==> config.mk <==
export PLATFORM = sky130hd
export DESIGN_NAME = dmem_ctrl
export DESIGN_NICKNAME = d
export VERILOG_FILES = /design/src/rtl/dmem_ctrl.sv
export SDC_FILE = /design/constraint.sdc
export NUM_CORES = 1
export LEC_CHECK = 0
export ABC_AREA = 1
export CAP_MARGIN = 25
export CORE_MARGIN = 5
export CORE_UTILIZATION = 38
export DETAILED_ROUTE_END_ITERATION = 12
export MAX_ROUTING_LAYER = met4
export PLACE_DENSITY = 0.71
export SETUP_SLACK_MARGIN = 0.3
export SLEW_MARGIN = 20
export SYNTH_ARGS = -nofsm -noshare
export SYNTH_HDL_FRONTEND = slang
export SYNTH_SLANG_ARGS = --single-unit
==> constraint.sdc <==
create_clock -name clk -period 3.4 [get_ports clk]
set_input_delay 0.68 -clock clk [delete_from_list [all_inputs] [get_ports clk]]
set_output_delay 0.68 -clock clk [all_outputs]
set_load 0.005 [all_outputs]
==> src/rtl/dmem_ctrl.sv <==
// dmem_ctrl: memory-stage load/store controller.
// Accepts one load/store from the M stage, issues a single request on a
// valid/ready channel, waits for the read response when it is a load, and
// stalls the pipeline until the op completes. Formats store data/byte enables
// and aligns/extends load data.
//
// Ports:
//   clk, rst_n          core clock, async active-low reset
//   op_*                M-stage memory op (held stable while stall=1)
//   mem_req_*           request channel (valid/ready)
//   mem_rsp_*           read response (one-cycle pulse)
//   stall               hold upstream pipeline
//   ld_data(_valid)     aligned/extended load result and its one-cycle pulse
//   wb_sel              M-stage mux select, 1 = load result
//   misaligned          one-cycle exception pulse for misaligned/illegal ops
module dmem_ctrl #(
  parameter int DATA_W = 32,
  parameter int BE_W   = DATA_W/8
) (
  input  logic              clk,
  input  logic              rst_n,
  input  logic              op_valid,
  input  logic              op_we,
  input  logic [1:0]        op_size,
  input  logic              op_unsigned,
  input  logic [DATA_W-1:0] op_addr,
  input  logic [DATA_W-1:0] op_wdata,
  output logic              mem_req_valid,
  input  logic              mem_req_ready,
  output logic [DATA_W-1:0] mem_req_addr,
  output logic              mem_req_we,
  output logic [BE_W-1:0]   mem_req_be,
  output logic [DATA_W-1:0] mem_req_wdata,
  input  logic              mem_rsp_valid,
  input  logic [DATA_W-1:0] mem_rsp_data,
  output logic              stall,
  output logic [DATA_W-1:0] ld_data,
  output logic              ld_data_valid,
  output logic              wb_sel,
  output logic              misaligned
);

  typedef enum logic [1:0] {IDLE, REQ, WAIT_RSP, DONE} state_t;

  state_t      state;
  logic [1:0]  off_q;   // byte offset of the accepted op
  logic [1:0]  size_q;
  logic        uns_q;

  // ---------------- alignment ----------------
  logic aligned;
  always_comb begin
    aligned = 1'b0;
    unique case (op_size)
      2'b00:   aligned = 1'b1;
      2'b01:   aligned = ~op_addr[0];
      2'b10:   aligned = (op_addr[1:0] == 2'b00);
      default: aligned = 1'b0;   // size 11 is illegal
    endcase
  end

  // ---------------- store formatting ----------------
  // Each byte lane picks its source byte: byte ops replicate byte 0,
  // half ops replicate the low halfword, word ops pass through.
  logic [BE_W-1:0][7:0] st_bytes;
  for (genvar i = 0; i < BE_W; i++) begin : g_lane
    assign st_bytes[i] = (op_size == 2'b00) ? op_wdata[7:0] :
                         (op_size == 2'b01) ? op_wdata[8*(i%2) +: 8] :
                                              op_wdata[8*i +: 8];
  end

  logic [BE_W-1:0] st_be;
  always_comb begin
    st_be = {BE_W{1'b1}};
    unique case (op_size)
      2'b00:   st_be = 4'b0001 << op_addr[1:0];
      2'b01:   st_be = 4'b0011 << {op_addr[1], 1'b0};
      default: st_be = {BE_W{1'b1}};
    endcase
  end

  // ---------------- load formatting ----------------
  logic [DATA_W-1:0] lane, ld_fmt;
  assign lane = mem_rsp_data >> {off_q, 3'b000};
  always_comb begin
    ld_fmt = lane;
    unique case (size_q)
      2'b00:   ld_fmt = {{(DATA_W-8){~uns_q & lane[7]}},   lane[7:0]};
      2'b01:   ld_fmt = {{(DATA_W-16){~uns_q & lane[15]}}, lane[15:0]};
      default: ld_fmt = lane;
    endcase
  end

  // ---------------- combinational handshake outputs ----------------
  // Gated by rst_n so every output reads 0 while reset is held, even with
  // op_valid still asserted upstream.
  assign stall      = rst_n & (((state == IDLE) & op_valid & aligned) |
                               (state == REQ) | (state == WAIT_RSP));
  assign misaligned = rst_n & (state == IDLE) & op_valid & ~aligned;

  // ---------------- FSM ----------------
  always_ff @(posedge clk or negedge rst_n) begin
    if (!rst_n) begin
      state         <= IDLE;
      off_q         <= '0;
      size_q        <= '0;
      uns_q         <= 1'b0;
      mem_req_valid <= 1'b0;
      mem_req_addr  <= '0;
      mem_req_we    <= 1'b0;
      mem_req_be    <= '0;
      mem_req_wdata <= '0;
      ld_data       <= '0;
      ld_data_valid <= 1'b0;
      wb_sel        <= 1'b0;
    end else begin
      unique case (state)
        IDLE: begin
          if (op_valid && aligned) begin
            off_q         <= op_addr[1:0];
            size_q        <= op_size;
            uns_q         <= op_unsigned;
            mem_req_valid <= 1'b1;
            mem_req_addr  <= {op_addr[DATA_W-1:2], 2'b00};
            mem_req_we    <= op_we;
            mem_req_be    <= op_we ? st_be : {BE_W{1'b1}};
            mem_req_wdata <= op_we ? st_bytes : '0;
            state         <= REQ;
          end
        end
        REQ: begin
          if (mem_req_ready) begin
            mem_req_valid <= 1'b0;
            state         <= mem_req_we ? DONE : WAIT_RSP;
          end
        end
        WAIT_RSP: begin
          if (mem_rsp_valid) begin
            ld_data       <= ld_fmt;
            ld_data_valid <= 1'b1;
            wb_sel        <= 1'b1;
            state         <= DONE;
          end
        end
        DONE: begin
          // op_valid here belongs to the completing op; never re-accept it.
          ld_data_valid <= 1'b0;
          wb_sel        <= 1'b0;
          state         <= IDLE;
        end
        default: state <= IDLE;
      endcase
    end
  end

endmodule
==> results by group <==
Finish
  • Fillers: 1,353
  • Nets: roughly 1,000
  • Ant. Diodes: 0
  • Layout Area Growth over Synthesis: 46.5%
  • Final Util: ~57%
  • Layout cells sized above 1: between 6 and 7%

Detailed routing
  • Drt pass-1 iters: 5
  • Detailed Route WL: between 15,000 and 20,000 um
  • Post-route DRC: 0
  • Detailed-route via count: 5,214
  • Remaining antenna violation count: 0
  • Wirelength per Cell: between 15 and 20 um
  • DR iter-0 viols: slightly above 300
  • Drt via density: roughly 4.8

Synth
  • Synth Flop Type: dfrtp_1
  • Synth Area in Adders: 1.17%
  • Sequential share of the synthesized area: 50.4%
  • Number of synthesized flops with an enable pin: 0
  • Mean Syn Cell Area: around 7.5 um2
  • Yosys warns: 0
  • Post-synthesis compound-gate area fraction: under 10%
  • Synth cell types: 23
  • Synth Area in XOR/XNOR: 0%
  • Simple-Gate Fraction of Synth Area: 32.2%
  • Synth async-reset ratio: 100%
  • Main combinational cell family by area after synthesis: simple AND/OR/NAND/NOR gates
  • Post-Syn Area: around 0.0054 mm2
  • Synth Instances: 714
  • Mux contribution to synthesized area: 0%
  • Count of state elements after synthesis: between 100 and 150

Clocking
  • Clk pin slew, worst setup/hold paths: roughly 0.070 ns
  • Clk buf depth: 2
  • Root Driver: clkbuf_16
  • CTS Sinks: 108
  • H-tree levels: 3
  • Cts hold-fix bufs: 0
  • TritonCTS clock tree: built
  • Total CTS buffers: 9
  • Worst-Skew Late Latency: 0.35 ns

Pwr
  • PD cells: roughly 820 mW/mm2
  • Peak supply drop: between 0.3 and 0.4 mV
  • Leakage Power: 3.87 nW

Placement
  • Post-DP HPWL: approximately 12,000 um
  • # port buffers: approximately 210
  • GPL Wtd Cong: about 0.91

GRT
  • GR Overflow Total: 0
  • Antenna violations before repair: 0
  • First-pass GRT wire length: about 26,000 um
  • Overall Global Routing Usage: 20.7%
  • Vias in the first global route: around 5,000
  • Largest net degree at the start of global routing: 68

STA
  • Slew HR: approximately 53%
  • Fin. max-slew vios: 0
  • Tcrit/Tclk final: 87.2%
  • Worst Tran Pin Value: between 0.6 and 0.7 ns
  • Final hold viol count: 0
  • Tmin final: ~3.0 ns
  • Setup Skew: between 0.004 and 0.005 ns
  • RSZ-0062 raised after global routing: no
  • Setup violators final: 0
  • Setup TNS: 0 ns
  • Fmax: between 0.3 and 0.4 GHz

Floorplanning
  • Initial core utilization: between 30% and 40%
  • Core region area: between 0.01 and 0.015 mm2
  • Die X: around 130 um
  • Site row count: 43
  • Die area: roughly 0.017 mm2
  • Chip Height: 129 um
  • Number of top-level pins: 211

Worst setup path
  • CP arrival: roughly 2.3 ns
  • Worst-path fanout max: 5
  • Worst endpoint required time: approximately 2.7 ns
  • CP endpoint kind: output pin
  • R2r worst-path depth: 7
  • CP startpoint kind: input port
  • WS Path Type: input port to output pin

Flow run
  • Total of max-cap violations: 0

Hold path
  • Class of the worst hold path: input port to asynchronous set/reset pin

Run status
  • Status: complete, no violations
==> cell usage after synthesis (3+ instances only) <==
| cell type | count | area (um2) |
|---|---|---|
| nor2_1 | 36 | 135 |
| buf_2 | 16 | 80.1 |
| inv_1 | 58 | 218 |
| nand2_1 | 292 | 1100 |
| buf_6 | 4 | 45.0 |
| nand3_1 | 59 | 295 |
| o21ai_0 | 58 | 290 |
| ha_1 | 5 | 62.6 |
| dfrtp_1 | 108 | 2700 |
| or2_2 | 23 | 144 |
| o211ai_1 | 7 | 52.6 |
| a21oi_1 | 17 | 85.1 |
| buf_4 | 3 | 22.5 |
| clkbuf_1 | 16 | 60.1 |
==> routing by layer <==
layer | vias to the layer above | global-route usage, % | share of wire, %
li1 | 2600 | - | -
met1 | 2363 | 26.6 | 43
met2 | 233 | 30.6 | 44
met3 | 18 | 6.93 | 11
met4 | 0 | 7.41 | 1.8
met5 | - | - | 0
==> worst paths after layout <==
path,startpoint,end,slack (ns)
min in group clk,mem_req_addr[19],mem_req_addr[19],0.47
max,op_addr[1],stall,0.44
min,rst_n,mem_req_wdata[30],0.23
max reg2reg,off_q[1],ld_data[23],1.33
max in group asynchronous,rst_n,mem_req_be[0],1.68
min reg2reg,mem_req_addr[19],mem_req_addr[19],0.47
==> layout make-up <==
class,count,area (um2),area share (%)
Timing Repair Buffer,220,2170,27.6
Clock buffer,11,243,3.09
Multi-Input combinational cell,507,2230,28.4
Tap cell,180,225,2.87
Sequential cell,108,2700,34.4
Clock inverter,4,56.3,0.717
Inverter,60,225,2.87
==> per-stage QoR <==
| step | cells | area [um2] | total power, W | hold WS [ns] | worst slack [ns] |
|---|---|---|---|---|---|
| 2_1_floorplan | 715 | 5370 | 0.00367 | 0.384 | 1.11 |
| 3_3_place_gp | 1075 | 7560 | 0.00536 | 0.453 | 0.305 |
| 3_5_place_dp | 1075 | 7560 | 0.00540 | 0.457 | 0.284 |
| 4_1_cts | 1090 | 7860 | 0.00651 | 0.218 | 0.309 |
| 5_1_grt | 1090 | 7860 | 0.00696 | 0.235 | 0.341 |
| 6_report | 1090 | 7860 | 0.00642 | 0.227 | 0.436 |
==> registers in the layout (all words and copies together) (netlist names) <==
name	cells
ld_data	32
mem_req_wdata	32
mem_req_addr	30
mem_req_be	4
off_q	2
size_q	2
state	2
mem_req_valid	1
mem_req_we	1
uns_q	1
wb_sel	1
==> kinds of logic (layout without fill, tap and decap cells) <==
| group | count (synthesis) | count (layout) |
|---|---|---|
| compound gates | 83 | 83 |
| flops | 108 | 108 |
| buf+inv | 100 | 295 |
| other cells | 1 | 2 |
| simple gates | 417 | 417 |
| fa+ha+maj | 5 | 5 |
==> power by group <==
part           total [W]  switching, W  internal [W]
logic            0.00309       0.00143       0.00166
registers        0.00226      0.000364       0.00190
clock network    0.00107      0.000473      0.000595
==> critical path, cell delays in order <==
cell and delay, ns:
clkdlybuf4s50_1 0.48, o21ai_1 0.23, nand2_2 0.11, nor2_4 0.10, inv_2 0.04, a21oi_1 0.11
clkdlybuf4s50_1 0.53
==> cells in the final DEF, fill, tap and decap left out <==
cell	count
o21ai_0	58
inv_2	3
nor2_1	36
nor2_2	1
nand2_1	292
inv_6	2
clkdlybuf4s50_1	205
conb_1	2
inv_1	57
bufinv_16	1
nor2_4	1
ha_1	5
a21oi_1	17
or2_2	23
nand2_4	1
dlymetal6s2s_1	1
nand3_1	59
nand3b_1	1
o211ai_1	7
clkbuf_8	1
clkbuf_1	1
nand4_2	1
o21ai_1	1
dfrtp_1	108
clkinv_4	1
buf_4	13
clkbuf_16	9
dlygate4sd2_1	1
nand2_2	2
==> timing repair <==
item / CTS / global route
endpoints found under the setup margin: 2 / 2
setup buffers: 0 / 0
gates resized for setup: 2 / 1
(Power assumes the default switching activity.)
